## config.mk

```make
export PLATFORM = sky130hd
export DESIGN_NAME = uart_rx_engine_flat
export DESIGN_NICKNAME = d
export VERILOG_FILES = /design/src/rtl/uart_rx_engine_pkg.sv /design/src/rtl/uart_rx_engine_if.sv /design/src/rtl/uart_rx_engine_baud_tick.sv /design/src/rtl/uart_rx_engine.sv /design/src/flat_wrapper.sv
export SDC_FILE = /design/constraint.sdc
export NUM_CORES = 1
export LEC_CHECK = 0
export ABC_AREA = 1
export CAP_MARGIN = 20
export CORE_UTILIZATION = 28
export CTS_BUF_LIST = sky130_fd_sc_hd__clkbuf_8
export CTS_CLUSTER_SIZE = 12
export DETAILED_ROUTE_END_ITERATION = 8
export PLACE_DENSITY_LB_ADDON = 0.08
export REMOVE_ABC_BUFFERS = 1
export SLEW_MARGIN = 20
export SYNTH_ARGS = -nofsm -noshare
export SYNTH_HDL_FRONTEND = slang
export SYNTH_HIERARCHICAL = 1
export SYNTH_SLANG_ARGS = --single-unit
```

## constraint.sdc

```tcl
create_clock -name clk -period 3.1 [get_ports clk]
set_clock_uncertainty 0.05 [all_clocks]
set_input_delay 0.31 -clock clk [delete_from_list [all_inputs] [get_ports clk]]
set_output_delay 0.31 -clock clk [all_outputs]
set_load 0.03 [all_outputs]
```

## src/rtl/uart_rx_engine_pkg.sv

```systemverilog
// Shared definitions for the UART receive engine.
// Holds the FSM state encoding, the cfg byte field positions (the same layout the transmitter
// uses), the latched-config struct and small helper functions.
package uart_rx_engine_pkg;

  typedef enum logic [2:0] {
    StIdle,
    StStart,
    StData,
    StParity,
    StStop,
    StDone
  } rx_state_e;

  // cfg byte field positions; bits [7:5] are reserved
  localparam int unsigned CfgDbitsLsb = 0;
  localparam int unsigned CfgPen      = 2;
  localparam int unsigned CfgPodd     = 3;
  localparam int unsigned CfgStop2    = 4;

  typedef struct packed {
    logic       stop2;
    logic       podd;
    logic       pen;
    logic [1:0] dbits;  // data bits minus 5
  } rx_cfg_t;

  function automatic rx_cfg_t decode_cfg(logic [4:0] c);
    rx_cfg_t r;
    r.dbits = c[CfgDbitsLsb +: 2];
    r.pen   = c[CfgPen];
    r.podd  = c[CfgPodd];
    r.stop2 = c[CfgStop2];
    return r;
  endfunction

  function automatic logic majority3(logic a, logic b, logic c);
    return (a & b) | (a & c) | (b & c);
  endfunction

endpackage

```

## src/rtl/uart_rx_engine_if.sv

```systemverilog
// Consumer-side handshake of the UART receive engine.
//   rx_data    received byte, LSB-aligned
//   rx_valid   rx_data holds an unread byte
//   rx_ack     consumer accepts the byte (only meaningful while rx_valid=1)
//   rx_busy    a frame is being received
//   parity_err parity mismatch for the held byte
//   frame_err  a stop bit of the held byte's frame was low
//   overrun    sticky: a frame finished while rx_valid was already set
//   irq        rx_valid | overrun
// master = receive engine, slave = consumer.
interface uart_rx_engine_if;
  logic [7:0] rx_data;
  logic       rx_valid;
  logic       rx_ack;
  logic       rx_busy;
  logic       parity_err;
  logic       frame_err;
  logic       overrun;
  logic       irq;

  modport master (
    output rx_data, rx_valid, rx_busy, parity_err, frame_err, overrun, irq,
    input  rx_ack
  );

  modport slave (
    input  rx_data, rx_valid, rx_busy, parity_err, frame_err, overrun, irq,
    output rx_ack
  );
endinterface

```

## src/rtl/uart_rx_engine_baud_tick.sv

```systemverilog
// Oversample tick generator for the UART receiver.
//   clk, rst   system clock, synchronous active-high reset
//   baud_div   clk cycles per tick (0 behaves as 1)
//   restart    realign the counter to 0 (start-edge detect)
//   tick       one-clk pulse when the counter wraps
// The divisor is captured on wrap/restart so a changed baud_div takes effect cleanly.
module uart_rx_engine_baud_tick (
  input  logic        clk,
  input  logic        rst,
  input  logic [15:0] baud_div,
  input  logic        restart,
  output logic        tick
);

  logic [15:0] cnt_q, cnt_d;
  logic [15:0] div_q, div_d;
  logic [15:0] lim;

  always_comb begin
    lim   = (div_q == 16'd0) ? 16'd0 : div_q - 16'd1;
    tick  = (cnt_q == lim);
    cnt_d = cnt_q + 16'd1;
    div_d = div_q;
    if (restart || tick) begin
      cnt_d = 16'd0;
      div_d = baud_div;
    end
  end

  always_ff @(posedge clk) begin
    if (rst) begin
      cnt_q <= 16'd0;
      div_q <= 16'd0;
    end else begin
      cnt_q <= cnt_d;
      div_q <= div_d;
    end
  end

endmodule

```

## src/rtl/uart_rx_engine.sv

```systemverilog
// UART receive engine: 16x (OSR) oversampling, 3-sample majority vote at each bit centre,
// 5..8 data bits, optional parity, one or two stop bits.
//   clk, rst   system clock, synchronous active-high reset
//   cfg        [1:0] data bits-5, [2] parity en, [3] odd parity, [4] two stop bits;
//              latched at start-edge detect
//   baud_div   clk cycles per oversample tick
//   rx         asynchronous serial input, idle high
//   rx_if      byte/flag handshake towards the consumer (master side)
module uart_rx_engine
  import uart_rx_engine_pkg::*;
#(
  parameter int unsigned SYNC_STAGES = 2,
  parameter int unsigned OSR         = 16
) (
  input  logic                   clk,
  input  logic                   rst,
  input  logic [7:0]             cfg,
  input  logic [15:0]            baud_div,
  input  logic                   rx,
  uart_rx_engine_if.master       rx_if
);

  localparam int unsigned SW = $clog2(OSR);
  // sample_q holds (sample number - 1) within the current bit
  localparam logic [SW-1:0] SLo  = SW'(OSR / 2 - 2);
  localparam logic [SW-1:0] SMid = SW'(OSR / 2 - 1);
  localparam logic [SW-1:0] SHi  = SW'(OSR / 2);
  localparam logic [SW-1:0] SEnd = SW'(OSR - 1);

  logic unused_cfg;
  assign unused_cfg = ^cfg[7:5];

  rx_state_e             state_q, state_d;
  rx_cfg_t               cfg_q, cfg_d;
  logic [SYNC_STAGES-1:0] sync_q, sync_d;
  logic                  rxs, rxs_prev_q, rxs_prev_d;
  logic [SW-1:0]         sample_q, sample_d;
  logic [2:0]            bit_q, bit_d;
  logic [1:0]            samp_q, samp_d;
  logic [7:0]            shreg_q, shreg_d;
  logic                  perr_acc_q, perr_acc_d;
  logic                  ferr_acc_q, ferr_acc_d;
  logic [7:0]            rx_data_q, rx_data_d;
  logic                  rx_valid_q, rx_valid_d;
  logic                  parity_err_q, parity_err_d;
  logic                  frame_err_q, frame_err_d;
  logic                  overrun_q, overrun_d;

  logic       tick, restart, vote;
  logic [2:0] last_data, last_stop;
  logic [7:0] data_al;

  uart_rx_engine_baud_tick u_baud_tick (
    .clk      (clk),
    .rst      (rst),
    .baud_div (baud_div),
    .restart  (restart),
    .tick     (tick)
  );

  assign sync_d = {sync_q[SYNC_STAGES-2:0], rx};
  assign rxs    = sync_q[SYNC_STAGES-1];

  assign last_data = 3'd4 + {1'b0, cfg_q.dbits};
  assign last_stop = {2'b00, cfg_q.stop2};
  // Bits enter at the top, so short words sit high in shreg and must be shifted down
  assign data_al   = shreg_q >> (2'd3 - cfg_q.dbits);
  assign vote      = majority3(samp_q[0], samp_q[1], rxs);

  always_comb begin
    state_d      = state_q;
    cfg_d        = cfg_q;
    rxs_prev_d   = rxs;
    sample_d     = sample_q;
    bit_d        = bit_q;
    samp_d       = samp_q;
    shreg_d      = shreg_q;
    perr_acc_d   = perr_acc_q;
    ferr_acc_d   = ferr_acc_q;
    rx_data_d    = rx_data_q;
    rx_valid_d   = rx_valid_q;
    parity_err_d = parity_err_q;
    frame_err_d  = frame_err_q;
    overrun_d    = overrun_q;
    restart      = 1'b0;

    if (rx_if.rx_ack && rx_valid_q) begin
      rx_valid_d   = 1'b0;
      parity_err_d = 1'b0;
      frame_err_d  = 1'b0;
      overrun_d    = 1'b0;
    end

    unique case (state_q)
      StIdle: begin
        // A line held low (break) produces no new falling edge until it has returned high
        if (rxs_prev_q && !rxs) begin
          restart    = 1'b1;
          cfg_d      = decode_cfg(cfg[4:0]);
          sample_d   = '0;
          bit_d      = 3'd0;
          shreg_d    = 8'd0;
          perr_acc_d = 1'b0;
          ferr_acc_d = 1'b0;
          state_d    = StStart;
        end
      end
      StDone: begin
        state_d = StIdle;
        if (rx_valid_q && !rx_if.rx_ack) begin
          overrun_d = 1'b1;
        end else begin
          rx_data_d    = data_al;
          parity_err_d = perr_acc_q;
          frame_err_d  = ferr_acc_q;
          rx_valid_d   = 1'b1;
        end
      end
      default: begin
        if (tick) begin
          sample_d = sample_q + 1'b1;
          if (sample_q == SLo)  samp_d[0] = rxs;
          if (sample_q == SMid) samp_d[1] = rxs;
          if (sample_q == SHi) begin
            case (state_q)
              StStart:  if (vote) state_d = StIdle;
              StData:   shreg_d = {vote, shreg_q[7:1]};
              StParity: perr_acc_d = vote ^ (^data_al) ^ cfg_q.podd;
              StStop: begin
                if (!vote) ferr_acc_d = 1'b1;
                // Finish at the centre of the last stop bit to resync early for the next frame
                if (bit_q == last_stop) state_d = StDone;
              end
              default: ;
            endcase
          end
          if (sample_q == SEnd) begin
            sample_d = '0;
            case (state_q)
              StStart: begin
                state_d = StData;
                bit_d   = 3'd0;
              end
              StData: begin
                if (bit_q == last_data) begin
                  bit_d   = 3'd0;
                  state_d = cfg_q.pen ? StParity : StStop;
                end else begin
                  bit_d = bit_q + 3'd1;
                end
              end
              StParity: begin
                state_d = StStop;
                bit_d   = 3'd0;
              end
              StStop:  bit_d = bit_q + 3'd1;
              default: ;
            endcase
          end
        end
      end
    endcase
  end

  always_ff @(posedge clk) begin
    if (rst) begin
      state_q      <= StIdle;
      cfg_q        <= '0;
      sync_q       <= '1;
      rxs_prev_q   <= 1'b1;
      sample_q     <= '0;
      bit_q        <= 3'd0;
      samp_q       <= 2'b00;
      shreg_q      <= 8'd0;
      perr_acc_q   <= 1'b0;
      ferr_acc_q   <= 1'b0;
      rx_data_q    <= 8'd0;
      rx_valid_q   <= 1'b0;
      parity_err_q <= 1'b0;
      frame_err_q  <= 1'b0;
      overrun_q    <= 1'b0;
    end else begin
      state_q      <= state_d;
      cfg_q        <= cfg_d;
      sync_q       <= sync_d;
      rxs_prev_q   <= rxs_prev_d;
      sample_q     <= sample_d;
      bit_q        <= bit_d;
      samp_q       <= samp_d;
      shreg_q      <= shreg_d;
      perr_acc_q   <= perr_acc_d;
      ferr_acc_q   <= ferr_acc_d;
      rx_data_q    <= rx_data_d;
      rx_valid_q   <= rx_valid_d;
      parity_err_q <= parity_err_d;
      frame_err_q  <= frame_err_d;
      overrun_q    <= overrun_d;
    end
  end

  assign rx_if.rx_data    = rx_data_q;
  assign rx_if.rx_valid   = rx_valid_q;
  assign rx_if.rx_busy    = (state_q != StIdle);
  assign rx_if.parity_err = parity_err_q;
  assign rx_if.frame_err  = frame_err_q;
  assign rx_if.overrun    = overrun_q;
  assign rx_if.irq        = rx_valid_q | overrun_q;

endmodule
```

## src/flat_wrapper.sv

```systemverilog
// flat-port wrapper written by rule: the top's interface ports become plain ports
module uart_rx_engine_flat import uart_rx_engine_pkg::*;
#(
  parameter int unsigned SYNC_STAGES = 2,
  parameter int unsigned OSR         = 16
)
  (clk, rst, cfg, baud_div, rx, rx_if_rx_data, rx_if_rx_valid, rx_if_rx_busy, rx_if_parity_err, rx_if_frame_err, rx_if_overrun, rx_if_irq, rx_if_rx_ack);
  uart_rx_engine_if rx_if_i ();
  input  logic clk;
  input  logic rst;
  input  logic [7:0] cfg;
  input  logic [15:0] baud_div;
  input  logic rx;
  output wire logic [$bits(rx_if_i.rx_data)-1:0] rx_if_rx_data;
  output wire logic [$bits(rx_if_i.rx_valid)-1:0] rx_if_rx_valid;
  output wire logic [$bits(rx_if_i.rx_busy)-1:0] rx_if_rx_busy;
  output wire logic [$bits(rx_if_i.parity_err)-1:0] rx_if_parity_err;
  output wire logic [$bits(rx_if_i.frame_err)-1:0] rx_if_frame_err;
  output wire logic [$bits(rx_if_i.overrun)-1:0] rx_if_overrun;
  output wire logic [$bits(rx_if_i.irq)-1:0] rx_if_irq;
  input wire logic [$bits(rx_if_i.rx_ack)-1:0] rx_if_rx_ack;
  assign rx_if_rx_data = rx_if_i.rx_data;
  assign rx_if_rx_valid = rx_if_i.rx_valid;
  assign rx_if_rx_busy = rx_if_i.rx_busy;
  assign rx_if_parity_err = rx_if_i.parity_err;
  assign rx_if_frame_err = rx_if_i.frame_err;
  assign rx_if_overrun = rx_if_i.overrun;
  assign rx_if_irq = rx_if_i.irq;
  assign rx_if_i.rx_ack = rx_if_rx_ack;
  uart_rx_engine #(.SYNC_STAGES(SYNC_STAGES), .OSR(OSR)) u_core (.clk(clk), .rst(rst), .cfg(cfg), .baud_div(baud_div), .rx(rx), .rx_if(rx_if_i));
endmodule
```

==> impl_metrics.json, run 1 <==
{
  "place_congestion": 0.863,
  "dpl.hpwl_um": 9180,
  "hold_path_depth": 1,
  "dr.pass1.iters": 5,
  "finalMaxSlewViolations": 0,
  "start_util_pct": 29.0,
  "ctsHoldBuffers": 0,
  "met3_usage_pct": 2.28,
  "ir_drop_mv": 0.160,
  "slew_headroom_pct": 56.2,
  "r2r_end": "u_core/bit_q[1]",
  "die_w_um": 131,
  "rrSetupSlack_ns": 0.21,
  "synthArstFlopShare_pct": 0,
  "drcViolationCount": 0,
  "crit_start": "u_core/u_baud_tick/div_q[1]",
  "multi_input_area_um2": 2720,
  "status": "finished, final reports clean",
  "synth_flop_cell": "dfxtp_1",
  "min_from": "u_core/sync_q[0]",
  "diodes": 0,
  "dieArea_um2": 17200,
  "synth_cell_type_count": 39,
  "crit_path_end_kind": "register",
  "synth_compound_area_share_pct": 11.7,
  "r2r_cells": 21,
  "postRouteWirelength_um": 12400,
  "cts_tree": "yes",
  "ant_nets": 0,
  "overflow": 0,
  "tightest_slew_ns": 0.656,
  "synth_top_family_by_area": "simple AND/OR/NAND/NOR gates",
  "dieHeight_um": 131,
  "required_ns": 3.36,
  "rr_startpoint": "u_core/u_baud_tick/div_q[1]",
  "synth_seq_area_share_pct": 31.7,
  "synth-simple-area-share_pct": 42.5,
  "postSynthCellCount": 733,
  "insertion_delay_ns": 0.38,
  "hold_path.class": "reg2reg",
  "min_period_ns": 2.89,
  "nets": 815,
  "grt_pass1_vias": 4402,
  "met1_usage_pct": 17.8,
  "wire_per_inst_um": 12.3,
  "drive_above_1_share_pct": 11.3,
  "vias_per_cell": 4.60,
  "synthMuxAreaShare_pct": 0,
  "grt_pass1_wl_um": 20600,
  "min_to": "u_core/sync_q[1]",
  "clock.fmax_ghz": 0.347,
  "area_growth_pct": 19.1,
  "finalPower_uw": 2390,
  "vias": 4610,
  "fillerInstances": 1799,
  "root_buffer": "clkbuf_8",
  "ff_latch_area_um2": 1480,
  "antenna_found_initial": 0,
  "core_area_um2": 16100,
  "grt_max_degree": 33,
  "hold_viol": 0,
  "clk_pin_slew_ns": 0.10,
  "p_per_area_nw_per_um2": 428,
  "leakage_uw": 0.00251,
  "clk_path_buf_depth": 2,
  "utilization_pct": 34.6,
  "grt_util_all_layers_pct": 14.9,
  "top_usage_layer": "met2",
  "port_buffers": 38,
  "ys_warn_count": 6,
  "crit_type": "reg2reg",
  "crit_arrival_ns": 3.15,
  "synthXorXnorAreaFrac_pct": 1.50,
  "fin_crit_sh_pct": 93.1,
  "synth_edf_count": 0,
  "cts_buffers": 9,
  "critPathMaxFanout": 5,
  "synth_seq_cells": 74,
  "syn_avg_cell_area_um2": 6.38,
  "synthAdderAreaFrac_pct": 1.60,
  "synth.cell_area_um2": 4680,
  "cp-start-kind": "register",
  "setup_viol": 0,
  "pin_count": 42,
  "rows": 46,
  "htreeDepth": 3,
  "drt_iter0_markers": 234,
  "use_met2_pct": 25.8,
  "max_cap_viol_count": 0,
  "numClockSinks": 74
}
## worst max-delay path by stage
| stage | slack [ns] | end |
|---|---|---|
| final | 0.21 | u_core/bit_q[1] |
| after global routing | -0.03 | u_core/bit_q[1] |
| after CTS | 0.08 | u_core/bit_q[0] |
| after detailed placement | 0.006 | u_core/bit_q[0] |
| after global placement | 0.04 | u_core/bit_q[0] |
| after floorplan | 0.34 | u_core/samp_q[0] |
## routing by layer
layer	vias to the layer above	wire length (um)
li1	2462	-
met1	2073	5810
met2	59	5960
met3	16	326
met4	0	262
met5	-	0
## repair_timing
action                     4_1_cts  5_1_grt
pin swaps                        0        1
setup buffers                    0        0
setup endpoints to repair        3       17
gates resized for setup          2        7
gates cloned                     0        1
## sequential cells by signal, indices dropped and copies added, names as in the netlist
name                      count
u_core/rxs_prev_q             1
u_core/sample_q               4
u_core/rx_if.rx_data          8
u_core/sync_q                 2
u_core/rx_if.parity_err       1
u_core/rx_if.frame_err        1
u_core/rx_if.rx_valid         1
u_core/bit_q                  3
u_core/samp_q                 2
u_core/shreg_q                8
u_core/cfg_q                  5
u_core/ferr_acc_q             1
u_core/u_baud_tick/cnt_q     16
u_core/u_baud_tick/div_q     16
u_core/rx_if.overrun          1
u_core/state_q                3
u_core/perr_acc_q             1
## report_power, final
| part | total, uW | switching [uW] | internal [uW] |
|---|---|---|---|
| combinational | 551 | 344 | 207 |
| sequential | 1000 | 27.6 | 976 |
| clock | 830 | 443 | 388 |
| total | 2390 | 815 | 1570 |
## stage by stage
stage	setup WS, ns	std cells	hold slack [ns]	instance area (um^2)	setup TNS (ns)
floorplan	0.339	708	0.329	4500	0
global placement	0.0413	985	0.340	5330	0
detailed placement	0.00584	985	0.350	5330	0
CTS	0.0767	1001	0.377	5540	0
global route	-0.0283	1002	0.395	5570	-0.0530
finish	0.215	1002	0.373	5570	0
## synth_stat cells (all sizes together) (2+ instances only)
| library cell | n | area share [%] |
|---|---|---|
| clkbuf | 8 | 0.91 |
| nand2 | 214 | 18 |
| a31oi | 2 | 0.27 |
| o31ai | 2 | 0.32 |
| nand3 | 97 | 12 |
| ha | 6 | 1.6 |
| o21ai | 25 | 2.7 |
| a21oi | 64 | 6.8 |
| buf | 17 | 2.9 |
| nand3b | 2 | 0.40 |
| xor2 | 7 | 1.3 |
| or2 | 4 | 0.53 |
| o211ai | 2 | 0.32 |
| a211oi | 5 | 1.2 |
| nand4 | 17 | 2.3 |
| dfxtp | 74 | 32 |
| nor3 | 8 | 0.86 |
| inv | 90 | 7.2 |
| nor2 | 84 | 7.8 |
## cells by family after synthesis
family                     count (synthesis)
and+or+nand+nor                          429
AOI/OAI and AO/OA                        100
DFF                                       74
adders and majority gates                  6
xor gates and xnor gates                   8
buffers and inverters                    116
## area by class of cell
| type | instances | share of cell area [%] |
|---|---|---|
| Sequential cell | 74 | 26.6 |
| Tap cell | 216 | 4.85 |
| Clock inverter | 7 | 1.50 |
| Multi-Input combinational cell | 544 | 48.8 |
| Timing Repair Buffer | 61 | 9.93 |
| Inverter | 91 | 6.13 |
| Clock buffer | 9 | 2.22 |
## worst max-delay path, stage by stage (launching register included)
cell,delay (ns)
dfxtp_1,0.36
inv_1,0.06
ha_1,0.20
buf_4,0.14
nand3_1,0.10
inv_1,0.09
nand3_1,0.12
nand3_1,0.08
nand2_1,0.09
inv_1,0.05
nor4_2,0.30
nand2_1,0.10
nor3_2,0.14
buf_4,0.15
nand2_4,0.06
nand2_4,0.09
nand2_4,0.07
inv_2,0.06
o211ai_1,0.15
inv_2,0.12
nand4_1,0.09
a21oi_1,0.13
## layout by cell type (no fill, tap or decap), types with 2 or more instances in the layout
cell type | synthesis | layout
a21oi_1 | 64 | 64
nand4_1 | 17 | 17
nand3_4 | 2 | 2
o21ai_0 | 25 | 23
nand2_2 | 2 | 2
nor2_4 | 2 | 4
clkbuf_8 | 1 | 9
dfxtp_1 | 74 | 74
clkdlybuf4s50_1 | 0 | 38
nor3_1 | 8 | 7
a31oi_1 | 2 | 2
nor2_2 | 8 | 7
nor2_1 | 73 | 72
o31ai_1 | 2 | 2
buf_4 | 5 | 23
ha_1 | 6 | 6
inv_1 | 85 | 85
nand2_4 | 5 | 6
nand3_2 | 11 | 11
xor2_1 | 7 | 7
o211ai_1 | 2 | 2
inv_6 | 0 | 3
or2_2 | 4 | 4
nand2_1 | 207 | 207
nand3_1 | 84 | 84
a211oi_2 | 4 | 4
inv_2 | 5 | 5
Note: power is estimated with default switching activity, not from simulation.
==> run 2: changes to the inputs <==
--- a/config.mk
+++ b/config.mk
@@ -8,7 +8,6 @@
 export ABC_AREA = 1
 export CAP_MARGIN = 20
 export CORE_UTILIZATION = 28
-export CTS_BUF_LIST = sky130_fd_sc_hd__clkbuf_8
 export CTS_CLUSTER_SIZE = 12
 export DETAILED_ROUTE_END_ITERATION = 8
 export PLACE_DENSITY_LB_ADDON = 0.08
==> run 2 against run 1 <==
Clock power increased by 34%. Register-to-register slack is essentially flat. Sequential cell count stayed put. Largest cell class unchanged. Highest routed layer unchanged.
==> impl_metrics.json, run 2 (same netlist as run 1, synthesis figures left out) <==
{
  "grt_max_degree": 33,
  "antenna_found_initial": 0,
  "min_from": "u_core/sync_q[0]",
  "timing.final.ws_setup_ns": 0.206,
  "crit_type": "reg2reg",
  "setup_viol": 0,
  "utilization_pct": 35.2,
  "mostFrequentLayoutCell": "nand2_1",
  "core_area_um2": 16100,
  "vias": 4655,
  "top_regs": "u_core/u_baud_tick/cnt_q x16, u_core/u_baud_tick/div_q x16",
  "layout_common_cells": "nand2_1, inv_1, nand3_1",
  "ir_drop_mv": 0.255,
  "dieHeight_um": 131,
  "critPathMaxFanout": 12,
  "htreeDepth": 3,
  "grt_util_all_layers_pct": 14.8,
  "rr_startpoint": "u_core/u_baud_tick/div_q[1]",
  "hold_viol": 0,
  "clk_pin_slew_ns": 0.07,
  "nets": 815,
  "start_util_pct": 29.0,
  "postRouteWirelength_um": 12400,
  "area_growth_pct": 21.2,
  "crit_start": "u_core/u_baud_tick/div_q[1]",
  "min_period_ns": 2.89,
  "vias_per_cell": 4.65,
  "required_ns": 3.33,
  "cts_buffers": 9,
  "tightest_slew_ns": 0.651,
  "drcViolationCount": 0,
  "crit_arrival_ns": 3.12,
  "design_area_um2": 5670,
  "post_cts_buffers": 0,
  "cp-start-kind": "register",
  "leakage_uw": 0.00256,
  "ant_nets": 0,
  "whs_ns": 0.366,
  "finalMaxSlewViolations": 0,
  "critPathSlowestCell": "dfxtp_1",
  "hold_path.class": "reg2reg",
  "dr.pass1.iters": 5,
  "slowest_delay_ns": 0.32,
  "insertion_delay_ns": 0.35,
  "clock.fmax_ghz": 0.346,
  "max_cap_viol_count": 0,
  "path_delay_family": "simple AND/OR/NAND/NOR gates",
  "place_congestion": 0.863,
  "clk_path_buf_depth": 2,
  "port_buffers": 38,
  "dpl_cell_area_um2": 5330,
  "die_w_um": 131,
  "dieArea_um2": 17200,
  "drive_above_1_share_pct": 11.3,
  "status": "finished, final reports clean",
  "grt_pass1_wl_um": 20600,
  "path_cells": "inv_1, ha_1, nand2_2, nor2_2, nand2_4, nand2_1, nand2_1, nand2_1, nand4_1, nor4_2, nand2_1, nor3_2, buf_4, nand2_4, nand2_4, nand2_4, inv_2, o211ai_1, inv_2, nand4_1, a21oi_1",
  "cts_tree": "yes",
  "ctsHoldBuffers": 0,
  "dpl.hpwl_um": 9180,
  "pin_count": 42,
  "dp_slack_ns": 0.00584,
  "slew_headroom_pct": 56.6,
  "drt_iter0_markers": 249,
  "root_buffer": "clkbuf_16",
  "fin_crit_sh_pct": 93.4,
  "rrSetupSlack_ns": 0.21,
  "rows": 46,
  "grt_pass1_vias": 4396,
  "diodes": 0,
  "overflow": 0,
  "critPathBufInv": 4,
  "numClockSinks": 74,
  "crit_path_end_kind": "register",
  "wire_per_inst_um": 12.3,
  "p_per_area_nw_per_um2": 471
}
==> run 2: cell count changes in the layout (fill, tap and decap cells not counted) <==
cell and delta:
clkbuf_8 -9, nor2_2 +1, clkbuf_16 +9, nor2_4 -1
==> run 2: final timing paths <==
check | to | depth (start not counted)
setup reg to reg | u_core/bit_q[1] | 21
setup / recovery | u_core/bit_q[1] | 21
hold reg to reg | u_core/sync_q[1] | 1
hold / removal | u_core/sync_q[1] | 1
==> run 2: report_power, final <==
| group | leakage [uW] | total, uW | internal (uW) | switching, uW |
|---|---|---|---|---|
| Combinational | 0.00181 | 549 | 206 | 343 |
| Sequential | 0.000600 | 1000 | 977 | 27.8 |
| Clock | 0.000149 | 1110 | 640 | 475 |
==> run 2: what timing repair did <==
action | in CTS | in global routing
pin swaps | 0 | 1
gates resized for setup | 2 | 6
gates cloned | 0 | 1
endpoints found under the setup margin | 2 | 17
==> run 2: layout make-up <==
class | count | area (um^2)
Clock buffer | 9 | 225
Multi-Input combinational cell | 544 | 2710
Inverter | 91 | 342
Tap cell | 216 | 270
Timing Repair Buffer | 61 | 553
Fill cell | 1786 | 10400
Clock inverter | 7 | 83.8
Sequential cell | 74 | 1480
==> run 2: per-layer routing <==
layer / GRT usage [%] / vias to the layer above / wire (um)
li1: - / 2463 / -
met5: 0 / - / 0
met1: 17.8 / 2092 / 5740
met2: 25.7 / 82 / 5910
met4: 7.43 / 0 / 310
met3: 2.28 / 18 / 396
==> run 2: stage by stage <==
step | total power (uW) | TNS (ns) | std cells
finish | 2670 | 0 | 1002
global route | 2840 | -0.0678 | 1002
CTS | 2700 | 0 | 1001
floorplan | 1390 | 0 | 708
detailed placement | 1560 | 0 | 985
global placement | 1550 | 0 | 985
